--- config.mk ---
export PLATFORM = sky130hd
export DESIGN_NAME = cassette_rec_flat
export DESIGN_NICKNAME = d
export VERILOG_FILES = /design/src/rtl/cassette_rec_if.sv /design/src/rtl/cassette_rec.sv /design/src/flat_wrapper.sv
export SDC_FILE = /design/constraint.sdc
export NUM_CORES = 1
export LEC_CHECK = 0
export BUFFER_PORTS_ARGS = -buffer_cell sky130_fd_sc_hd__buf_2
export CAP_MARGIN = 10
export CORE_MARGIN = 2
export CORE_UTILIZATION = 50
export CTS_CLUSTER_DIAMETER = 150
export DETAILED_ROUTE_END_ITERATION = 6
export GPL_TIMING_DRIVEN = 0
export PLACE_DENSITY = 0.71
export SYNTH_ARGS = -nofsm -noshare
export SYNTH_HDL_FRONTEND = slang
export SYNTH_SLANG_ARGS = --single-unit
--- constraint.sdc ---
create_clock -name clk_i -period 2.4 [get_ports clk_i]
set_clock_uncertainty 0.2 [all_clocks]
set_input_delay 0.12 -clock clk_i [delete_from_list [all_inputs] [get_ports clk_i]]
set_output_delay 0.12 -clock clk_i [all_outputs]
set_load 0.02 [all_outputs]
--- src/rtl/cassette_rec_if.sv ---
`default_nettype none
// ============================================================================
// Module      : cassette_rec_if
// Description : SDRAM byte-write port of the tape recorder (request/ack).
// Revision    : 1.0 - initial release
// ============================================================================
interface cassette_rec_if;
  logic [24:0] sdram_addr;
  logic [7:0]  sdram_dout;
  logic        sdram_wr;
  logic        sdram_ack;

  modport master (
    output sdram_addr,
    output sdram_dout,
    output sdram_wr,
    input  sdram_ack
  );

  modport slave (
    input  sdram_addr,
    input  sdram_dout,
    input  sdram_wr,
    output sdram_ack
  );
endinterface
`default_nettype wire

--- src/rtl/cassette_rec.sv ---
`default_nettype none
// ============================================================================
// Module      : cassette_rec
// Description : Oric cassette-out decoder; period-measured bits packed MSB-first
//               into bytes and written sequentially to SDRAM from address 0.
// Revision    : 1.0 - initial release
// ============================================================================
module cassette_rec #(
  parameter int unsigned THRESH     = 15000,
  parameter int unsigned MIN_PERIOD = 2000,
  parameter int unsigned TIMEOUT    = 60000,
  parameter logic [24:0] MAX_ADDR   = 25'h1FFFFFF
) (
  input  logic           clk_i,
  input  logic           rst_ni,
  input  logic           en_i,
  input  logic           rewind_i,
  input  logic           tape_in_i,
  cassette_rec_if.master sdram_if,
  output logic [24:0]    tape_end_o,
  output logic [2:0]     status_o
);

  localparam int CW = $clog2(TIMEOUT + 1);
  localparam logic [CW-1:0] C_THRESH  = CW'(THRESH);
  localparam logic [CW-1:0] C_MIN     = CW'(MIN_PERIOD);
  localparam logic [CW-1:0] C_TIMEOUT = CW'(TIMEOUT);

  typedef enum logic [1:0] {
    S_IDLE = 2'd0,
    S_ARM  = 2'd1,
    S_RUN  = 2'd2,
    S_FULL = 2'd3
  } state_t;

  state_t        state_q;
  logic          tape_meta_q;
  logic          tape_sync_q;
  logic          tape_prev_q;
  logic [CW-1:0] cnt_q;
  logic [2:0]    bitcnt_q;
  logic [6:0]    shift_q;
  logic [24:0]   addr_q;
  logic [7:0]    dout_q;
  logic          wr_q;
  logic [24:0]   tape_end_q;
  logic          ovf_q;
  logic          full_q;

  logic          w_edge;
  logic          w_bit;
  logic [7:0]    w_byte;
  logic          w_ack;
  logic          w_ack_last;
  logic          w_timeout;
  logic          w_accept;
  logic          w_recording;

  assign w_edge      = tape_sync_q & ~tape_prev_q;
  assign w_bit       = (cnt_q < C_THRESH);
  assign w_byte      = {shift_q, w_bit};
  assign w_ack       = wr_q & sdram_if.sdram_ack;
  assign w_ack_last  = w_ack && (addr_q == MAX_ADDR);
  assign w_timeout   = (cnt_q >= C_TIMEOUT);
  assign w_accept    = w_edge && (cnt_q >= C_MIN) && !w_timeout;
  assign w_recording = (state_q == S_ARM) || (state_q == S_RUN);

  always_ff @(posedge clk_i or negedge rst_ni) begin
    if (!rst_ni) begin
      state_q     <= S_IDLE;
      tape_meta_q <= 1'b0;
      tape_sync_q <= 1'b0;
      tape_prev_q <= 1'b0;
      cnt_q       <= '0;
      bitcnt_q    <= 3'd0;
      shift_q     <= 7'd0;
      addr_q      <= 25'd0;
      dout_q      <= 8'd0;
      wr_q        <= 1'b0;
      tape_end_q  <= 25'd0;
      ovf_q       <= 1'b0;
      full_q      <= 1'b0;
    end else begin
      tape_meta_q <= tape_in_i;
      tape_sync_q <= tape_meta_q;
      tape_prev_q <= tape_sync_q;

      if (rewind_i) begin
        state_q    <= S_IDLE;
        cnt_q      <= '0;
        bitcnt_q   <= 3'd0;
        shift_q    <= 7'd0;
        addr_q     <= 25'd0;
        wr_q       <= 1'b0;
        tape_end_q <= 25'd0;
        ovf_q      <= 1'b0;
        full_q     <= 1'b0;
      end else begin
        // The last address is never stepped past, so tape_end saturates there too.
        if (w_ack) begin
          wr_q <= 1'b0;
          if (w_ack_last) begin
            full_q <= 1'b1;
          end else begin
            addr_q     <= addr_q + 25'd1;
            tape_end_q <= addr_q + 25'd1;
          end
        end

        case (state_q)
          S_IDLE: begin
            cnt_q    <= '0;
            bitcnt_q <= 3'd0;
            if (en_i && !full_q) begin
              state_q <= S_ARM;
            end
          end
          S_ARM: begin
            bitcnt_q <= 3'd0;
            if (!en_i) begin
              state_q <= S_IDLE;
            end else if (w_edge) begin
              state_q <= S_RUN;
              cnt_q   <= CW'(1);
            end
          end
          S_RUN: begin
            if (!en_i) begin
              state_q  <= S_IDLE;
              cnt_q    <= '0;
              bitcnt_q <= 3'd0;
            end else if (w_timeout) begin
              state_q  <= S_ARM;
              cnt_q    <= '0;
              bitcnt_q <= 3'd0;
            end else if (w_accept) begin
              cnt_q   <= CW'(1);
              shift_q <= w_byte[6:0];
              if (bitcnt_q == 3'd7) begin
                bitcnt_q <= 3'd0;
                if (wr_q) begin
                  ovf_q <= 1'b1;
                end else begin
                  dout_q <= w_byte;
                  wr_q   <= 1'b1;
                end
              end else begin
                bitcnt_q <= bitcnt_q + 3'd1;
              end
            end else begin
              cnt_q <= cnt_q + CW'(1);
            end
          end
          S_FULL: begin
            state_q <= S_FULL;
          end
          default: begin
            state_q <= S_IDLE;
          end
        endcase

        if (w_ack_last) begin
          state_q <= S_FULL;
        end
      end
    end
  end

  assign sdram_if.sdram_addr = addr_q;
  assign sdram_if.sdram_dout = dout_q;
  assign sdram_if.sdram_wr   = wr_q;
  assign tape_end_o          = tape_end_q;
  assign status_o            = {full_q, ovf_q, w_recording};

endmodule
`default_nettype wire

--- src/flat_wrapper.sv ---
// flat-port wrapper written by rule: the top's interface ports become plain ports
module cassette_rec_flat 
#(
  parameter int unsigned THRESH     = 15000,
  parameter int unsigned MIN_PERIOD = 2000,
  parameter int unsigned TIMEOUT    = 60000,
  parameter logic [24:0] MAX_ADDR   = 25'h1FFFFFF
)
  (clk_i, rst_ni, en_i, rewind_i, tape_in_i, tape_end_o, status_o, sdram_if_sdram_addr, sdram_if_sdram_dout, sdram_if_sdram_wr, sdram_if_sdram_ack);
  cassette_rec_if sdram_if_i ();
  input  logic clk_i;
  input  logic rst_ni;
  input  logic en_i;
  input  logic rewind_i;
  input  logic tape_in_i;
  output logic [24:0] tape_end_o;
  output logic [2:0] status_o;
  output wire logic [$bits(sdram_if_i.sdram_addr)-1:0] sdram_if_sdram_addr;
  output wire logic [$bits(sdram_if_i.sdram_dout)-1:0] sdram_if_sdram_dout;
  output wire logic [$bits(sdram_if_i.sdram_wr)-1:0] sdram_if_sdram_wr;
  input wire logic [$bits(sdram_if_i.sdram_ack)-1:0] sdram_if_sdram_ack;
  assign sdram_if_sdram_addr = sdram_if_i.sdram_addr;
  assign sdram_if_sdram_dout = sdram_if_i.sdram_dout;
  assign sdram_if_sdram_wr = sdram_if_i.sdram_wr;
  assign sdram_if_i.sdram_ack = sdram_if_sdram_ack;
  cassette_rec #(.THRESH(THRESH), .MIN_PERIOD(MIN_PERIOD), .TIMEOUT(TIMEOUT), .MAX_ADDR(MAX_ADDR)) u_core (.clk_i(clk_i), .rst_ni(rst_ni), .en_i(en_i), .rewind_i(rewind_i), .tape_in_i(tape_in_i), .sdram_if(sdram_if_i), .tape_end_o(tape_end_o), .status_o(status_o));
endmodule
---- After elaboration in Yosys (flattened, before gate mapping) ----
Index checks and enable logic that the tools add are counted.
operators by class
  add/sub/neg operators ................... 3
  order comparisons ....................... 3
  bitwise gates (word level) .............. 6
  mux-type cells .......................... 47
  reductions and logical operators ........ 26
  equal/unequal tests ..................... 13
operators by type and width
  kind                                                                            number
  16-bit 2-to-1 mux                                                               6
  25-bit 2-to-1 mux                                                               3
  16-bit case mux with 3 select lines                                             1
  7-bit 2-to-1 mux                                                                5
  25-bit by 1-bit adder with 25-bit output, second input constant                 1
  25-bit == test, second input constant                                           1
  1-bit 2-to-1 mux                                                                18
  16-bit by 1-bit adder with 16-bit output, second input constant                 1
  16-bit by 11-bit >= comparator with 1-bit output, second input constant         1
  16-bit >= comparator, second input constant                                     1
  16-bit by 14-bit less-than comparator with 1-bit output, second input constant  1
  3-bit 2-to-1 mux                                                                5
  5-bit by 3-bit inequality test with 1-bit output, second input constant         3
  2-bit 2-to-1 mux                                                                7
  2-bit nonzero test                                                              7
  2-bit case mux with 4 select lines                                              1
  7-bit AND reduction                                                             1
  3-bit case mux with 2 select lines                                              1
  2-bit AND reduction                                                             3
  3-bit AND reduction                                                             2
  6-bit AND reduction                                                             1
  2-bit == test, second input constant                                            2
  1-bit logical AND                                                               4
  2-bit inequality test, second input constant                                    2
  other kinds (15)                                                                20
storage, ports and cells
  bits of input ports ..................... 6
  flip-flop bits (word level) ............. 67
  output and inout bits ................... 62

---- Depth between registers and ports, before layout ----
Gate-level depths: netlist of the first run.
  word-level depth ........................ 9
  mapped depth ............................ 8

---- Worst setup path before layout of the first run ----
No wires, ideal clock.
  kind .................................... register -> register
  start ................................... register u_core.addr_q[0], in the netlist u_core.sdram_if.sdram_addr[0]
  end ..................................... register u_core.addr_q[20], in the netlist u_core.sdram_if.sdram_addr[20]
  stages on the path, launching flop included .. 6
  data arrival time ....................... 2064 ps
  setup slack ............................. 11 ps
  path buffers ............................ 0
  setup time .............................. 125 ps
  cell sequence ........................... dfrtp_1 > ha_1 > nand4_2 > or4_4 > nor3_1 > mux2_2
between the ends
  longest elaborated chain between the ends .. 4
  elaborated cells on any way between the ends .. 8
RTL lines
  element                                                                     RTL line                                 RTL
  from (decl)                                                                 cassette_rec.sv:43                       logic [24:0] addr_q;
  from (signal assigned)                                                      cassette_rec.sv:105                      addr_q <= addr_q + 25'd1;
  25-bit by 1-bit adder with 25-bit output or 25-bit == test (tied branches)  cassette_rec.sv:105, cassette_rec.sv:63
  25-bit 2-to-1 mux or 1-bit logical AND (tied branches)                      cassette_rec.sv:102, cassette_rec.sv:63
  25-bit 2-to-1 mux or 2-bit inequality test (tied branches)                  -
  25-bit 2-to-1 mux or 2-bit AND reduction (tied branches)                    -
Several ways; a longest one is shown, not always the timed one. The select of a mux whose other input is x is not followed.
A chain may end at the register's enable or synchronous reset.

---- Final worst setup path of the first run ----
  start ................................... register u_core.cnt_q[8]
  end ..................................... register u_core.dout_q[5], in the netlist u_core.sdram_if.sdram_dout[5]
between the ends
  longest elaborated chain between the ends .. 4
  elaborated cells on any way between the ends .. 7
RTL lines
  element                                                                                   RTL line                                RTL
  from (decl)                                                                               cassette_rec.sv:40                      logic [CW-1:0] cnt_q;
  from (signal assigned)                                                                    cassette_rec.sv:151                     cnt_q <= cnt_q + CW'(1);
  16-bit by 11-bit >= comparator with 1-bit output or 16-bit >= comparator (tied branches)  cassette_rec.sv:65, cassette_rec.sv:64
  1-bit logical AND or 1-bit zero test (tied branches)                                      cassette_rec.sv:65                      assign w_accept = w_edge && (cnt_q >= C_MIN) && !w_timeout;
  1-bit logical AND                                                                         cassette_rec.sv:65
  7-bit AND reduction (no source line) (*)                                                  -
  to (signal assigned)                                                                      cassette_rec.sv:144                     dout_q <= w_byte;
  to (decl)                                                                                 cassette_rec.sv:44                      logic [7:0] dout_q;
Every way passes the cells marked *; elsewhere a longest branch is shown, timed or not.

==> load_flow_metrics.sql, run 1 <==
INSERT INTO impl_metrics (metric_group, metric, value, unit) VALUES
('synthesis', 'number_of_different_library_cells_in_the_post_synthesis_netlist', '66', ''),
('critical_path', 'max_stage_delay', '490', 'ps'),
('place', 'gpl.final_weighted_congestion', '0.930', ''),
('grt', 'antenna_found_initial', '0', ''),
('synthesis', 'synthesis.area', '0.00386', 'mm2'),
('timing', 'finalCritPeriodShare', '96.8', '%'),
('cts', 'clkSlewWorstSetupHoldPaths', '80', 'ps'),
('final_layout', 'finish.cell_count_without_fillers', '592', ''),
('timing', 'timing.slew.headroom', '42.5', '%'),
('floorplanning', 'die_h', '91.9', 'um'),
('cts', 'tritoncts_sink_count', '67', ''),
('floorplanning', 'floorplan.rows', '32', ''),
('grt', 'wire_length_of_the_first_global_routing_pass', '15300', 'um'),
('timing', 'achievable-frequency', '0.430', 'GHz'),
('timing', 'finalMaxSlewViolations', '0', ''),
('timing', 'finalWorstPathRequiredPeriod', '2320', 'ps'),
('grt', 'grt_start_max_net_pins', '68', ''),
('synthesis', 'synth-seq-area-share', '43.4', '%'),
('synthesis', 'synth-warning-count', '0', ''),
('synthesis', 'synth.avg_cell_area', '9.81', 'um2'),
('cts', 'cts.htree.levels', '3', ''),
('synthesis', 'yosys.area.top_type_share', '43.4', '%'),
('cts', 'cts.root.buffer_cell', 'clkbuf_8', ''),
('critical_path', 'timing.critical_path.required', '2430', 'ps'),
('place', 'total_of_buffers_placed_on_input_and_output_ports', '67', ''),
('grt', 'grt_usage', '22.4', '%'),
('cts', 'cts_buffer_depth', '2', ''),
('timing', 'setup_violations', '0', ''),
('floorplanning', 'top_level_ports', '68', ''),
('drt', 'wl', '9280', 'um'),
('synthesis', 'syn_inst', '394', ''),
('critical_path', 'worst_ep_arrival_time', '2360', 'ps'),
('drt', 'first_pass_iters', '4', ''),
('synthesis', 'synth_flop_cell', 'dfrtp_1', ''),
('final_layout', 'drive_gt1_share', '35.7', '%'),
('worst_hold_path', 'min_delay_worst_endpoint', 'u_core.state_q[1]', ''),
('critical_path', 'reg2regPathDepth', '6', ''),
('critical_path', 'r2r-end', 'u_core.sdram_if.sdram_dout[5]', ''),
('critical_path', 'r2r_setup_slack', '80', 'ps'),
('timing', 'report.final.hold_viol_count', '0', ''),
('grt', 'first_global_vias', '3158', ''),
('drt', 'detailroute.via_count', '3338', ''),
('worst_hold_path', 'min_path_cells', '4', ''),
('final_layout', 'fin_nets', '500', ''),
('critical_path', 'timing.critical_path.to_type', 'register', ''),
('worst_hold_path', 'hold_class', 'input port to register', ''),
('drt', 'drtAntennaViolNets', '0', ''),
('critical_path', 'crit_type', 'register to register', ''),
('cts', 'cts_tree', 'done', ''),
('floorplanning', 'full_die_area', '0.00845', 'mm2'),
('power', 'power.density_cell_area', '514', 'mW/mm2'),
('cts', 'insertion_delay', '350', 'ps'),
('final_layout', 'fillCellCount', '647', ''),
('grt', 'grt.overflow.total', '0', ''),
('synthesis', 'ys_top_cells_by_area', 'dfrtp_1 (43%), buf_4 (5.6%), nor2_1 (3.4%)', ''),
('outcome', 'run_status', 'finished clean', ''),
('critical_path', 'critPathMaxFanout', '8', ''),
('timing', 'timing_worst_slew_pin_value', '863', 'ps'),
('worst_hold_path', 'hold_path_startpoint', 'en_i', ''),
('drt', 'detailedRoute.firstIterationViolations', '127', ''),
('synthesis', 'synth_top_cell_by_area', 'dfrtp_1', ''),
('job', 'cap_violations', '0', ''),
('power', 'totalPowerFinal', '2.50', 'mW'),
('critical_path', 'r2r-start', 'u_core.cnt_q[8]', ''),
('timing', 'grt_setup_unrepaired', 'yes', ''),
('drt', 'viasPerCell', '5.64', ''),
('power', 'max-vdd-ir-drop', '0.312', 'mV'),
('place', 'dp_hpwl', '6260', 'um'),
('critical_path', 'cp-start-kind', 'register', ''),
('final_layout', 'area_growth_syn_to_fin', '25.7', '%'),
('place', 'dp.cells', '563', ''),
('cts', 'numCtsBuffers', '9', ''),
('drt', 'final_routed_wire_length_divided_by_cell_count', '15.7', 'um'),
('critical_path', 'path_cells', 'nand3_2 -> o211a_4 -> or2_1 -> and4bb_1 -> buf_6 -> mux2_1', ''),
('critical_path', 'critPathSlowestCell', 'dfrtp_1', ''),
('final_layout', 'antenna_cells', '0', ''),
('synthesis', 'syn-num-nets', '409', ''),
('power', 'p_leak', '2.28', 'nW'),
('drt', 'drc', '0', ''),
('synthesis', 'synth_edf_count', '0', ''),
('synthesis', 'synth_register_bits', '67', ''),
('floorplanning', 'die_width', '91.9', 'um'),
('floorplanning', 'core', '0.00761', 'mm2'),
('floorplanning', 'floorplan.initialDensity', '50.8', '%'),
('synthesis', 'synthArstFlopShare', '100', '%');
final cells by class:
class / count / area [um2] / area share (%)
buffer: 42 / 298 / 6.13
inverter: 11 / 41.3 / 0.850
multi-input combinational: 272 / 1980 / 40.7
timing repair buffer: 82 / 470 / 9.68
clock inverter: 7 / 124 / 2.55
sequential: 67 / 1690 / 34.9
clock buffer: 9 / 124 / 2.55
tap: 102 / 128 / 2.63
Yosys cell counts, types with 9 or more instances:
| cell | count |
|---|---|
| a21oi_1 | 25 |
| nor3_1 | 9 |
| inv_1 | 11 |
| dfrtp_1 | 67 |
| nor2_1 | 35 |
| nand3_1 | 15 |
| buf_4 | 29 |
| clkbuf_1 | 10 |
| mux2i_1 | 11 |
| nand2_1 | 21 |
| ha_1 | 9 |
| mux2_1 | 9 |
| o21ai_0 | 12 |
through the flow:
step	cell area, um2	util (%)	setup TNS, ps	hold slack [ps]	setup slack [ps]
global placement	4330	56.9	-886	31.5	-104
floorplan	3860	-	0	-376	11.3
finish	4860	63.9	0	76.7	75.8
CTS	4660	61.3	0	52.6	1.59
global route	4860	63.9	-85.4	99.3	-20.0
detailed placement	4330	56.9	-1490	33.8	-161
cells in the final DEF (no fill, tap or decap), drive strengths merged, types with 7 or more instances in the layout:
| cell | n |
|---|---|
| nand4 | 8 |
| nor3 | 10 |
| buf | 111 |
| inv | 13 |
| clkbuf | 19 |
| mux2 | 10 |
| ha | 9 |
| xnor2 | 7 |
| nand3 | 16 |
| nand2 | 21 |
| or3 | 7 |
| a21oi | 26 |
| nor4 | 9 |
| mux2i | 11 |
| o21ai | 14 |
| dfrtp | 67 |
| or4 | 9 |
| nor2 | 35 |
metal layers:
metal | GRT usage (%) | vias up | share of wire (%)
met4 | 7.59 | 0 | 1.2
met2 | 36.0 | 70 | 48
met1 | 31.2 | 1654 | 47
li1 | - | 1603 | -
met5 | 0 | - | 0
met3 | 3.12 | 11 | 3.4
critical path: cells and delay by family, from the launching register on:
family,cells,cell delay [ps]
mux,1,330
buf+inv,1,150
simple gates,3,720
compound gates,1,320
flops,1,490
cells by family (layout without fill, tap and decap cells):
family          Yosys count  in the layout  share of synthesized area, %
simple gates            143            143                          21.1
compound gates           86             86                          15.4
flops                    67             67                          43.4
buf+inv                  55            151                          8.48
mux                      21             21                          5.76
xor+xnor                 13             13                          2.95
fa+ha+maj                 9              9                          2.91
worst max path at each step:
stage                                         from                             end  slack, ps
floorplan            u_core.sdram_if.sdram_addr[0]  u_core.sdram_if.sdram_addr[20]         10
global placement                  u_core.cnt_q[10]   u_core.sdram_if.sdram_dout[4]       -100
detailed placement                u_core.cnt_q[10]   u_core.sdram_if.sdram_dout[6]       -160
CTS                  u_core.sdram_if.sdram_addr[0]  u_core.sdram_if.sdram_addr[20]          2
global route        u_core.sdram_if.sdram_addr[11]  u_core.sdram_if.sdram_addr[11]        -20
finish                             u_core.cnt_q[8]   u_core.sdram_if.sdram_dout[5]         80
registers in the layout (all words and copies together) (netlist names):
register	count
u_core.sdram_if.sdram_addr	25
u_core.cnt_q	16
u_core.sdram_if.sdram_dout	8
u_core.shift_q	7
u_core.bitcnt_q	3
u_core.state_q	2
u_core.full_q	1
u_core.ovf_q	1
u_core.sdram_if.sdram_wr	1
u_core.tape_meta_q	1
u_core.tape_prev_q	1
u_core.tape_sync_q	1
timing repair:
| item | 4_1_cts | 5_1_grt |
|---|---|---|
| endpoints found under the hold margin | 69 | 0 |
| pin swaps | 1 | 5 |
| resized for setup | 14 | 31 |
| setup buffers | 0 | 12 |
| setup endpoints to repair | 21 | 45 |
| hold buffers | 3 | 0 |
report_power, final:
group,total [mW],internal (mW),leakage [nW],switching [mW]
registers,1.14,1.13,0.905,0.00477
clock network,1.18,0.699,0.120,0.479
logic,0.179,0.0571,1.25,0.122
total,2.50,1.89,2.27,0.606
(Power assumes the default switching activity.)
==> inputs of run 2 (changes only) <==
Settings changed: CORE_ASPECT_RATIO from default to 0.9.
==> load_flow_metrics.sql, run 2 (synthesis results as in run 1) <==
INSERT INTO impl_metrics (metric_group, metric, value, unit) VALUES
('final_layout', 'stdcell_area', '0.00477', 'mm2'),
('floorplanning', 'die_width', '96.7', 'um'),
('grt', 'grt_start_max_net_pins', '68', ''),
('floorplanning', 'die_h', '87.4', 'um'),
('timing', 'post-route-worst-setup-slack', '-6.52', 'ps'),
('outcome', 'run_status', 'complete, but fails checks', ''),
('drt', 'drc', '0', ''),
('final_layout', 'antenna_cells', '0', ''),
('critical_path', 'timing.critical_path.required', '2480', 'ps'),
('job', 'cap_violations', '0', ''),
('power', 'p_leak', '2.27', 'nW'),
('timing', 'timing_worst_slew_pin_value', '853', 'ps'),
('power', 'share_of_power_burned_in_combinational_logic', '7.3', '%'),
('grt', 'grt_usage', '22.0', '%'),
('grt', 'grt-busiest-layer', 'met1', ''),
('critical_path', 'timing.critical_path.to_type', 'register', ''),
('drt', 'detailedRoute.firstIterationViolations', '249', ''),
('cts', 'numCtsBuffers', '9', ''),
('worst_hold_path', 'hold_class', 'input port to register', ''),
('drt', 'wl', '9030', 'um'),
('power', 'intPower', '1.78', 'mW'),
('power', 'power.density_cell_area', '499', 'mW/mm2'),
('drt', 'viasPerCell', '5.78', ''),
('floorplanning', 'full_die_area', '0.00845', 'mm2'),
('timing', 'setup_violations', '1', ''),
('critical_path', 'worst_ep_arrival_time', '2490', 'ps'),
('critical_path', 'cp-start-kind', 'register', ''),
('cts', 'cts_buffer_depth', '2', ''),
('grt', 'grt_use_met1', '31.8', '%'),
('floorplanning', 'top_level_ports', '68', ''),
('timing', 'achievable-frequency', '0.416', 'GHz'),
('critical_path', 'crit_type', 'register to register', ''),
('grt', 'first_global_vias', '3005', ''),
('final_layout', 'drive_gt1_share', '32.9', '%'),
('power', 'p_sw', '0.598', 'mW'),
('floorplanning', 'core', '0.00751', 'mm2'),
('final_layout', 'postLayoutCoreUtil', '63.6', '%'),
('cts', 'cts.root.buffer_cell', 'clkbuf_8', ''),
('cts', 'clkSlewWorstSetupHoldPaths', '80', 'ps'),
('critical_path', 'critPathMaxFanout', '10', ''),
('timing', 'finalWorstPathRequiredPeriod', '2410', 'ps'),
('cts', 'cts_tree', 'done', ''),
('drt', 'final_routed_wire_length_divided_by_cell_count', '15.4', 'um'),
('cts', 'cts.htree.levels', '3', ''),
('grt', 'antenna_found_initial', '0', ''),
('outcome', 'violations', 'negative setup slack', ''),
('final_layout', 'most_common_library_cell_in_the_layout_ignoring_fill_and_taps', 'buf_2', ''),
('final_layout', 'flip_flop_count_of_the_largest_register_all_copies_and_words_added', '25', ''),
('grt', 'grt.met3_usage', '5.54', '%'),
('drt', 'detailroute.via_count', '3389', ''),
('final_layout', 'area_growth_syn_to_fin', '23.5', '%'),
('floorplanning', 'floorplan.initialDensity', '51.5', '%'),
('critical_path', 'max_stage_delay', '540', 'ps'),
('drt', 'first_pass_iters', '5', ''),
('timing', 'grt_setup_unrepaired', 'yes', ''),
('place', 'dp_hpwl', '6190', 'um'),
('floorplanning', 'floorplan.rows', '30', ''),
('timing', 'report.final.hold_viol_count', '0', ''),
('place', 'placed_cell_area', '0.00432', 'mm2'),
('grt', 'grt.overflow.total', '0', ''),
('critical_path', 'critPathSlowestCell', 'or4_1', ''),
('final_layout', 'fin_nets', '500', ''),
('power', 'max-vdd-ir-drop', '0.306', 'mV'),
('power', 'swShare', '25.1', '%'),
('critical_path', 'cp_common_cell', 'o21ai_1', ''),
('power', 'clockPowerShare', '44.8', '%'),
('place', 'total_of_buffers_placed_on_input_and_output_ports', '67', ''),
('timing', 'finalCritPeriodShare', '100', '%'),
('grt', 'wire_length_of_the_first_global_routing_pass', '14900', 'um'),
('drt', 'drtAntennaViolNets', '0', ''),
('timing', 'timing.slew.headroom', '43.1', '%'),
('cts', 'tritoncts_sink_count', '67', ''),
('place', 'gpl.final_weighted_congestion', '0.874', ''),
('critical_path', 'path_cells', 'buf_2 -> o21ai_1 -> a221o_1 -> o2111ai_4 -> or4_1 -> o21ai_1', ''),
('timing', 'finalMaxSlewViolations', '0', ''),
('final_layout', 'mostFrequentLayoutCells', 'buf_2 (69), dfrtp_1 (57), buf_4 (41), nor2_1 (34), a21oi_1 (25)', ''),
('power', 'power_frac_seq', '47.8', '%'),
('cts', 'insertion_delay', '360', 'ps'),
('grt', 'grt_util_met2', '31.8', '%');
## run 2: cell types whose count changed in the layout (fill, tap and decap cells not counted), sizes merged
cell      before  now
clkinv         1    3
clkbuf        19   17
buf          111  113
bufinv         3    2
clkinvlp       1    0
## run 2: final cells by class
class | instances | area, um2
Buffer | 42 | 287
Clock buffer | 9 | 124
Clock inverter | 7 | 100
Fill cell | 613 | 2730
Inverter | 11 | 41.3
Multi-Input combinational cell | 272 | 1940
Sequential cell | 67 | 1690
Tap cell | 96 | 120
Timing Repair Buffer | 82 | 470
## run 2: power by group through the flow
stage / registers (mW) / clock network (mW) / logic (mW)
2_1_floorplan: 1.16 / 0 / 0.107
3_3_place_gp: 1.16 / 0 / 0.167
3_5_place_dp: 1.16 / 0 / 0.170
4_1_cts: 1.14 / 1.09 / 0.174
5_1_grt: 1.14 / 1.15 / 0.197
6_report: 1.14 / 1.07 / 0.175
## run 2: through the flow
stage / power, mW / setup WS, ps / hold slack [ps] / setup TNS, ps / instances
2_1_floorplan: 1.27 / 11.3 / -376 / 0 / 394
3_3_place_gp: 1.33 / -95.8 / 37.1 / -842 / 557
3_5_place_dp: 1.33 / -97.8 / 33.0 / -1040 / 557
4_1_cts: 2.41 / 12.9 / 23.6 / 0 / 575
5_1_grt: 2.48 / -115 / 62.2 / -776 / 586
6_report: 2.38 / -6.52 / 39.0 / -6.52 / 586
## run 2: worst paths after layout
path	end	slack, ps	cells after the start	start
max	u_core.cnt_q[13]	-7	6	u_core.cnt_q[10]
min	u_core.state_q[1]	40	4	en_i
max reg2reg	u_core.cnt_q[13]	-7	6	u_core.cnt_q[10]
min reg2reg	u_core.tape_sync_q	170	0	u_core.tape_meta_q
max in group asynchronous	u_core.sdram_if.sdram_addr[12]	1180	2	rst_ni
min in group asynchronous	u_core.sdram_if.sdram_addr[6]	190	2	rst_ni
## run 2: critical path: cells and delay by family (launching register included)
family                 cells  cell delay [ps]
AOI/OAI and AO/OA          4             1050
and+or+nand+nor            1              540
DFF                        1              360
buffers and inverters      1              170
## run 2: timing repair
| item | in CTS | in global routing |
|---|---|---|
| hold endpoints to repair | 69 | 0 |
| gates resized for setup | 12 | 15 |
| setup buffers | 0 | 12 |
| hold buffers | 3 | 0 |
| cloned | 0 | 0 |
| setup endpoints to repair | 23 | 40 |
| pin swaps | 0 | 3 |
## run 2: routing by layer
metal,wire length [um],part of all wire (%)
met5,0,0
met4,163,1.8
met3,554,6.1
met2,4070,45
met1,4240,47
